--- src/rtl/hdc_pkg.sv ---
// hdc_pkg: shared types and constants for the HDC counter-bank sequencers
package hdc_pkg;
  typedef enum logic [1:0] {IDLE, ACCUM, DRAIN, OUT} state_e;
  localparam int COUNTER_LAT = 3;
  localparam int ITEM_W = 30;
endpackage

--- src/rtl/hv_drain_timer.sv ---
// hv_drain_timer: loadable down-counter that flags its last counting cycle
module hv_drain_timer #(
  parameter int CW = 2
) (
  input  logic          clk,
  input  logic          rst,
  input  logic          load_i,
  input  logic [CW-1:0] val_i,
  input  logic          en_i,
  output logic          term_o
);
  logic [CW-1:0] cnt_q;
  always_ff @(posedge clk) begin
    if (!rst) cnt_q <= '0;
    else if (load_i) cnt_q <= val_i;
    else if (en_i && cnt_q != '0) cnt_q <= cnt_q - 1'b1;
  end
  assign term_o = en_i && cnt_q == CW'(1);
endmodule

--- src/rtl/hv_bundle_ctrl.sv ---
// hv_bundle_ctrl: sequences one majority-vote bundling run on the HDC counter bank
module hv_bundle_ctrl
  import hdc_pkg::*;
#(
  parameter int CORENUM = 2,
  parameter int DIM     = 32,
  parameter int W       = ITEM_W,
  parameter int LAT     = COUNTER_LAT
) (
  input  logic               clk,
  input  logic               rst,
  input  logic               start,
  input  logic [W-1:0]       item_num,
  input  logic [CORENUM-1:0] core_mask,
  input  logic               core_ready,
  output logic               busy,
  output logic               cnt_clr,
  output logic [CORENUM-1:0] store,
  output logic               store_flag,
  input  logic [DIM-1:0]     sign_bits,
  output logic [DIM-1:0]     out_data,
  output logic               out_valid,
  input  logic               out_ready,
  output logic               done,
  output logic               start_err
);
  localparam int CW = $clog2(LAT + 1);
  state_e             state_q;
  logic [W-1:0]       rem_q;
  logic [CORENUM-1:0] mask_q;
  logic [DIM-1:0]     out_data_q;
  logic               out_valid_q, done_q, start_err_q;
  logic               fire, drain_load, drain_term;
  assign fire       = rst && state_q == ACCUM && core_ready;
  assign store      = mask_q & {CORENUM{fire}};
  assign store_flag = |store;
  assign busy       = state_q != IDLE;
  assign cnt_clr    = !rst || state_q == IDLE;
  assign out_data   = out_data_q;
  assign out_valid  = out_valid_q;
  assign done       = done_q;
  assign start_err  = start_err_q;
  // the drain window opens either from an empty run or from the last accepted item
  assign drain_load = (state_q == IDLE && start && item_num == '0) || (fire && rem_q == W'(1));
  hv_drain_timer #(.CW(CW)) u_drain (
    .clk    (clk),
    .rst    (rst),
    .load_i (drain_load),
    .val_i  (CW'(LAT)),
    .en_i   (state_q == DRAIN),
    .term_o (drain_term)
  );
  always_ff @(posedge clk) begin
    if (!rst) begin
      state_q     <= IDLE;
      rem_q       <= '0;
      mask_q      <= '0;
      out_data_q  <= '0;
      out_valid_q <= 1'b0;
      done_q      <= 1'b0;
      start_err_q <= 1'b0;
    end else begin
      done_q      <= 1'b0;
      start_err_q <= start && state_q != IDLE;
      case (state_q)
        IDLE: if (start) begin
          rem_q   <= item_num;
          mask_q  <= core_mask;
          state_q <= item_num == '0 ? DRAIN : ACCUM;
        end
        ACCUM: if (fire) begin
          rem_q <= rem_q - 1'b1;
          if (rem_q == W'(1)) state_q <= DRAIN;
        end
        DRAIN: if (drain_term) begin
          out_data_q  <= sign_bits;
          out_valid_q <= 1'b1;
          state_q     <= OUT;
        end
        OUT: if (out_valid_q && out_ready) begin
          out_valid_q <= 1'b0;
          done_q      <= 1'b1;
          state_q     <= IDLE;
        end
        default: state_q <= IDLE;
      endcase
    end
  end
endmodule

--- config.mk ---
export PLATFORM = sky130hd
export DESIGN_NAME = hv_bundle_ctrl
export DESIGN_NICKNAME = d
export VERILOG_FILES = /design/src/rtl/hdc_pkg.sv /design/src/rtl/hv_drain_timer.sv /design/src/rtl/hv_bundle_ctrl.sv
export SDC_FILE = /design/constraint.sdc
export NUM_CORES = 1
export LEC_CHECK = 0
export ABC_AREA = 1
export BUFFER_PORTS_ARGS = -buffer_cell sky130_fd_sc_hd__buf_2
export CAP_MARGIN = 10
export CORE_UTILIZATION = 55
export CTS_BUF_LIST = sky130_fd_sc_hd__clkbuf_2 sky130_fd_sc_hd__clkbuf_4 sky130_fd_sc_hd__clkbuf_8
export DETAILED_ROUTE_END_ITERATION = 16
export PLACE_DENSITY = 0.8
export SLEW_MARGIN = 20
export SYNTH_ARGS = -nofsm -noshare
export SYNTH_HDL_FRONTEND = slang
export SYNTH_HIERARCHICAL = 1
export SYNTH_SLANG_ARGS = --single-unit
export TNS_END_PERCENT = 20
--- constraint.sdc ---
create_clock -name clk -period 5.1 [get_ports clk]
set_input_delay 0.51 -clock clk [delete_from_list [all_inputs] [get_ports clk]]
set_output_delay 0.51 -clock clk [all_outputs]
set_load 0.05 [all_outputs]
; ---- Word-level counts from Yosys, hierarchy flattened
; Cells that the tools add are included.
[totals]
reg_bits = 71
out_inout_bits = 40
word_cells = 63
[op_classes]
n_addsub = 2
n_eq_ne = 10
muxes = 16
n_bitwise = 1
n_reduce_logical = 26
[op_table]
columns = op, count
row1 = $mux 30, 2
row2 = $pmux 30 s2, 1
row3 = $eq 30x1->1 const B, 1
row4 = $logic_not 30->1, 1
row5 = $sub 30x1->30 const B, 1
row6 = $mux 2, 8
row7 = $reduce_bool 2->1, 5
row8 = $logic_and 1x1->1, 9
row9 = $ne 2x2->1 const B, 4
row10 = $pmux 2 s4, 1
row11 = $reduce_and 2->1, 3
row12 = $reduce_and 3->1, 2
row13 = $reduce_and 5->1, 1
row14 = $eq 2x1->1 const B, 2
row15 = $eq 2x2->1 const B, 2
row16 = $mux 1, 3
row17 = $and 2x2->2, 1
row18 = $logic_not 2->1, 1
row19 = $logic_or 1x1->1, 2
row20 = $ne 2x1->1 const B, 1
row21 = $pmux 1 s2, 1
row22 = $reduce_or 2->1, 1
row23 = $sub 2x1->2 const B, 1
row24 = $logic_not 1->1, 1

; ---- Longest topological paths before layout
[logic_depth]
ltp_word = 6
ltp_mapped = 14

; ---- Hierarchy
; Netlist, hierarchy kept.
[modules_own_cells]
columns = module, instances, cells_per_inst, area_each_um2, seq_area_each_um2
row1 = hv_bundle_ctrl, 1, 635, 4023.9, 1381.3
row2 = hv_drain_timer, 1, 27, 156.4, 40.0

; ---- Worst setup path after synthesis
; No wires, ideal clock.
[synth_timing]
path_type = register -> output
from = register state_q[1]
to = output port store_flag
arrival_ps = 1764
t_required_ps = 4590
slack_ps = 2826
stages_incl_launch_ff = 7
path_buffers = 2
cell_sequence = dfxtp_1 inv_1 ha_1 buf_4 buf_2 nand3_1 a21oi_1
[synth_via]
elab_chain_cells = 5
[synth_rtl]
columns = element, line
row1 = "start, declared", hv_bundle_ctrl.sv:28  ; state_e state_q;
row2 = "start signal, assigned", hv_bundle_ctrl.sv:69  ; state_q <= item_num == '0 ? DRAIN : ACCUM;
row3 = $eq 2x1->1, hv_bundle_ctrl.sv:34  ; assign fire = rst && state_q == ACCUM && core_ready;
row4 = $logic_and 1x1->1 (2 in a row), hv_bundle_ctrl.sv:34
row5 = $and 2x2->2, hv_bundle_ctrl.sv:35  ; assign store = mask_q & {CORENUM{fire}};
row6 = $reduce_or 2->1, hv_bundle_ctrl.sv:36  ; assign store_flag = |store;
row7 = "end, declared", hv_bundle_ctrl.sv:19  ; output logic store_flag,
; Every way passes these cells.

; ---- Worst setup path in the final report
[layout_timing]
from = register state_q[0]
to = register out_valid_q, in the netlist out_valid
[layout_via]
elab_chain_cells = 4
word_cells_on_any_way = 8
cone_classes = eq/ne (4) / mux (1) / reduce/logical (3)
[layout_rtl]
columns = element, line
row1 = $eq 2x2->1, hv_bundle_ctrl.sv:50  ; .en_i (state_q == DRAIN),
row2 = $logic_and 1x1->1, hv_drain_timer.sv:18  ; assign term_o = en_i && cnt_q == CW'(1);
row3 = net drain_term, hv_bundle_ctrl.sv:33  ; logic fire, drain_load, drain_term;
row4 = $ne 2x2->1 (no line), n/a
row5 = $reduce_and 3->1 (no line), n/a
row6 = "end signal, assigned", hv_bundle_ctrl.sv:59  ; out_valid_q <= 1'b0;
row7 = "end signal, assigned", hv_bundle_ctrl.sv:77  ; out_valid_q <= 1'b1;
row8 = "end signal, assigned", hv_bundle_ctrl.sv:81  ; out_valid_q <= 1'b0;
row9 = "end, declared", hv_bundle_ctrl.sv:32  ; logic out_valid_q, done_q, start_err_q;
; The timed path passes the listed nets, and every way through them passes these cells.
; A chain may end at the register's enable or synchronous reset.

==> results.md <==
Clock network:
- The H-tree generated during clock tree synthesis spans 3 levels.
- TritonCTS built the clock tree.
- Clock tree synthesis inserted a total of 9 buffers.
- The library cell used as clock root buffer is clkbuf_8.
- The worst-skew pair later-pin latency is 350 ps.
- The clock-pin slew of the registers on the worst-case setup and hold paths is 90 ps.
- The maximum clock insertion buffer count is 2.
- After clock tree synthesis, the flow added hold-fix buffers numbering 0.
- The count of instances resized after the clock tree is built is 0.
- The clock sink total is 71.
- The count of buffers added by post-CTS timing repair for setup is 0.

Synthesis:
- In the synthesized netlist, the cells that appear most often are nor2_1 (148), nand2_1 (132), dfxtp_1 (71).
- The share of Yosys cell area claimed by the top area cell type is 34.00%.
- Of all cell types, the one taking the most synthesized area is dfxtp_1.
- The cell count after synthesis is 662.
- The cell with the most instances after synthesis is nor2_1.
- The total of flip-flops plus latches after synthesis is 71.
- By area the synthesized netlist is led by dfxtp_1 (34%), nor2_1 (13%), nand2_1 (12%).
- Of all flip-flops after synthesis, the portion carrying an async set or reset was 0%.
- The synthesis warning total is 6.
- Among all flip-flop cells after synthesis, the most frequent one is dfxtp_1.
- The portion of the post-synthesis area used by sequential elements is 34.00%.
- The unique cell type count in the Yosys netlist is 38.
- Summing every instance area after synthesis gives 4180 um^2.
- The average instance area after synthesis is 6.315 um^2.
- Yosys mapped a number of flops with a built-in enable equal to 0.

Timing:
- The final worst hold slack is 384.6 ps.
- The count of pins over their slew limit is 0.
- The total of endpoints with negative setup slack in the final report is 0.
- In the finished design, the share of the clock period the worst path needs comes to 52.92%.
- The total count of hold-check failures in the final report was 0.
- For the pin with the worst max-slew slack, the measured transition is 955.0 ps.
- Setup repair after global routing left no endpoint under its margin.
- In the final timing run, aggregate negative setup slack is 0 ps.
- Derived from the worst setup path, the maximum achievable clock frequency is 0.3705 GHz.
- The smallest clock period supported by the final layout is computed as 2699 ps.
- Headroom to the max-slew limit came out at 35.94%.
- Clock skew on the completed layout was measured at 11.65 ps.

Pwr:
- The static leakage power is 2.344 nW.
- IR analysis of the VDD net gives a maximum drop of 0.3484 mV.
- After layout, the design draws a total of 2.973 mW.
- For this design the ratio of total power to cell area is 604.8 nW/um^2.

Layout:
- The finished layout cell area is 4915 um^2.
- The layout-stage area growth over the synthesis result is 17.57%.
- The final core utilization is 67.40%.
- The share of layout cells above drive strength 1 is 22.18%.
- After filler insertion, the fill cell instance count of the layout stands at 690.
- The repair_antennas step left the layout with diodes totalling 0.
- The final-stage net count is 835.

Placed design:
- The congestion estimate from routability-driven global placement came to 0.9117.
- Input and output buffers added on the ports amount to 108.
- Once placement finished, the instance area stood at 4730 um^2.
- Detailed placement finished with a half-perimeter wire length of 8.262 mm.

Route:
- The count of routing violations after the opening detailed-route iteration is 390.
- The number of vias per cell is 5.283.
- The first detailed-routing pass ran for 5 iterations.
- The remaining antenna violation count after routing is 0.
- The via count is 4549.
- The routed design has 11.27 mm of wire.
- In the final routed layout, each cell accounts on average for 13.09 um.
- The post-route DRC violation count is 0.

GRT:
- The residual overflow from global routing is 0.
- The largest net degree at the start of global routing is 46.
- The global router's overall resource usage is 29.14%.
- The wire length of the first global-routing pass is 18.04 mm.
- The number of antenna violations at the first check in global routing is 0.
- The via count of the first global-routing pass was 4068.

Floorplan:
- The effective utilization at floorplan is 57.33%.
- The vertical die dimension is 89.18 um.
- The total area inside the core boundary comes to 7292 um^2.
- The count of standard-cell rows is 31.
- The I/O pin total is 109.
- The floorplan step defined a die boundary enclosing 7953 um^2.
- The overall die width is 89.18 um.

Setup path:
- STA classifies the critical path startpoint as a register.
- STA classifies the critical path endpoint as a register.
- The worst register-to-register path has a depth of 8.
- The critical-path maximum fanout is 33.
- Data arrives at the worst endpoint at 2940 ps.
- Data on the critical path is required at its endpoint by 5340 ps.
- The capturing point of the worst reg2reg path is out_valid.
- The critical path is of the register to register type.
- The launch instance of the worst register-to-register path is state_q[0].
- The register-to-register setup slack is 2400 ps.

Hold path:
- The class of the tightest hold or removal check is primary input to register.
- For hold timing, the worst endpoint is start_err.
- The depth of the worst hold-timing path is 3.
- The source of the worst hold timing path is start.

Status:
- The run finished with clean final reports.

Run:
- The total of max-cap violations is 0.
-- sequential cells by signal (all words and copies together), names as in the netlist --
| register | count |
|---|---|
| mask_q | 2 |
| start_err | 1 |
| rem_q | 30 |
| out_data | 32 |
| u_drain/cnt_q | 2 |
| state_q | 2 |
| out_valid | 1 |
| done | 1 |
-- worst max-delay path: stages, from the launching register on --
cell and delay [ps]:
dfxtp_1 340, inv_1 120, ha_1 240, nand2_1 70
inv_1 70, nand2_1 500, inv_1 950, nand2_1 100
a21oi_1 190
-- metrics by stage --
stage	instances	setup slack, ps
6_report	861	2401
4_1_cts	861	2404
2_1_floorplan	663	2826
3_3_place_gp	845	2557
3_5_place_dp	845	2465
5_1_grt	861	2098
-- cells by family (layout without fill, tap and decap cells) --
logic type | Yosys count | in the layout | synth area share (%)
and+or+nand+nor | 358 | 358 | 37.23
xor gates and xnor gates | 1 | 1 | 0.2096
adders and majority gates | 9 | 9 | 2.694
buffers and inverters | 95 | 194 | 9.279
DFF | 71 | 71 | 34.00
other | 1 | 2 | 0.08971
AOI/OAI and AO/OA | 127 | 127 | 16.49
-- routing by layer --
metal	part of all wire, %	global-route usage (%)
met3	6.0	5.448
met2	49	50.87
met4	2.7	11.83
met1	42	35.28
met5	0	0
-- cell type report --
class | count | area [um^2] | area share, %
Multi-Input combinational cell | 497 | 2375 | 48.32
Sequential cell | 71 | 1421 | 28.92
Timing Repair Buffer | 109 | 548.0 | 11.15
Inverter | 69 | 261.5 | 5.321
Clock buffer | 9 | 123.9 | 2.520
Tap cell | 99 | 123.9 | 2.520
Clock inverter | 7 | 61.31 | 1.247
-- worst max-delay path by stage --
stage | start | endpoint | slack, ps
6_report | state_q[0] | out_valid | 2400
3_5_place_dp | state_q[0] | out_valid | 2470
4_1_cts | state_q[0] | out_valid | 2400
5_1_grt | state_q[0] | out_valid | 2100
3_3_place_gp | state_q[0] | out_valid | 2560
2_1_floorplan | state_q[1] | store_flag | 2830
-- power breakdown --
group / switching (mW) / leakage [nW] / internal [mW]
Sequential: 0.127 / 0.578 / 0.665
Clock: 0.249 / 0.0888 / 0.186
Combinational: 1.20 / 1.68 / 0.542
-- cell usage in the layout, fill, tap and decap left out, drive strengths merged, types with 3 or more instances in the layout --
| cell type | synthesis | final |
|---|---|---|
| a211oi | 3 | 3 |
| a21oi | 46 | 46 |
| buf | 14 | 109 |
| clkbuf | 12 | 9 |
| dfxtp | 71 | 71 |
| ha | 9 | 9 |
| inv | 69 | 72 |
| nand2 | 141 | 141 |
| nand3 | 31 | 31 |
| nand4 | 9 | 9 |
| nor2 | 164 | 164 |
| nor3 | 10 | 10 |
| o21ai | 71 | 71 |
Power figures use the tool's default switching activity.
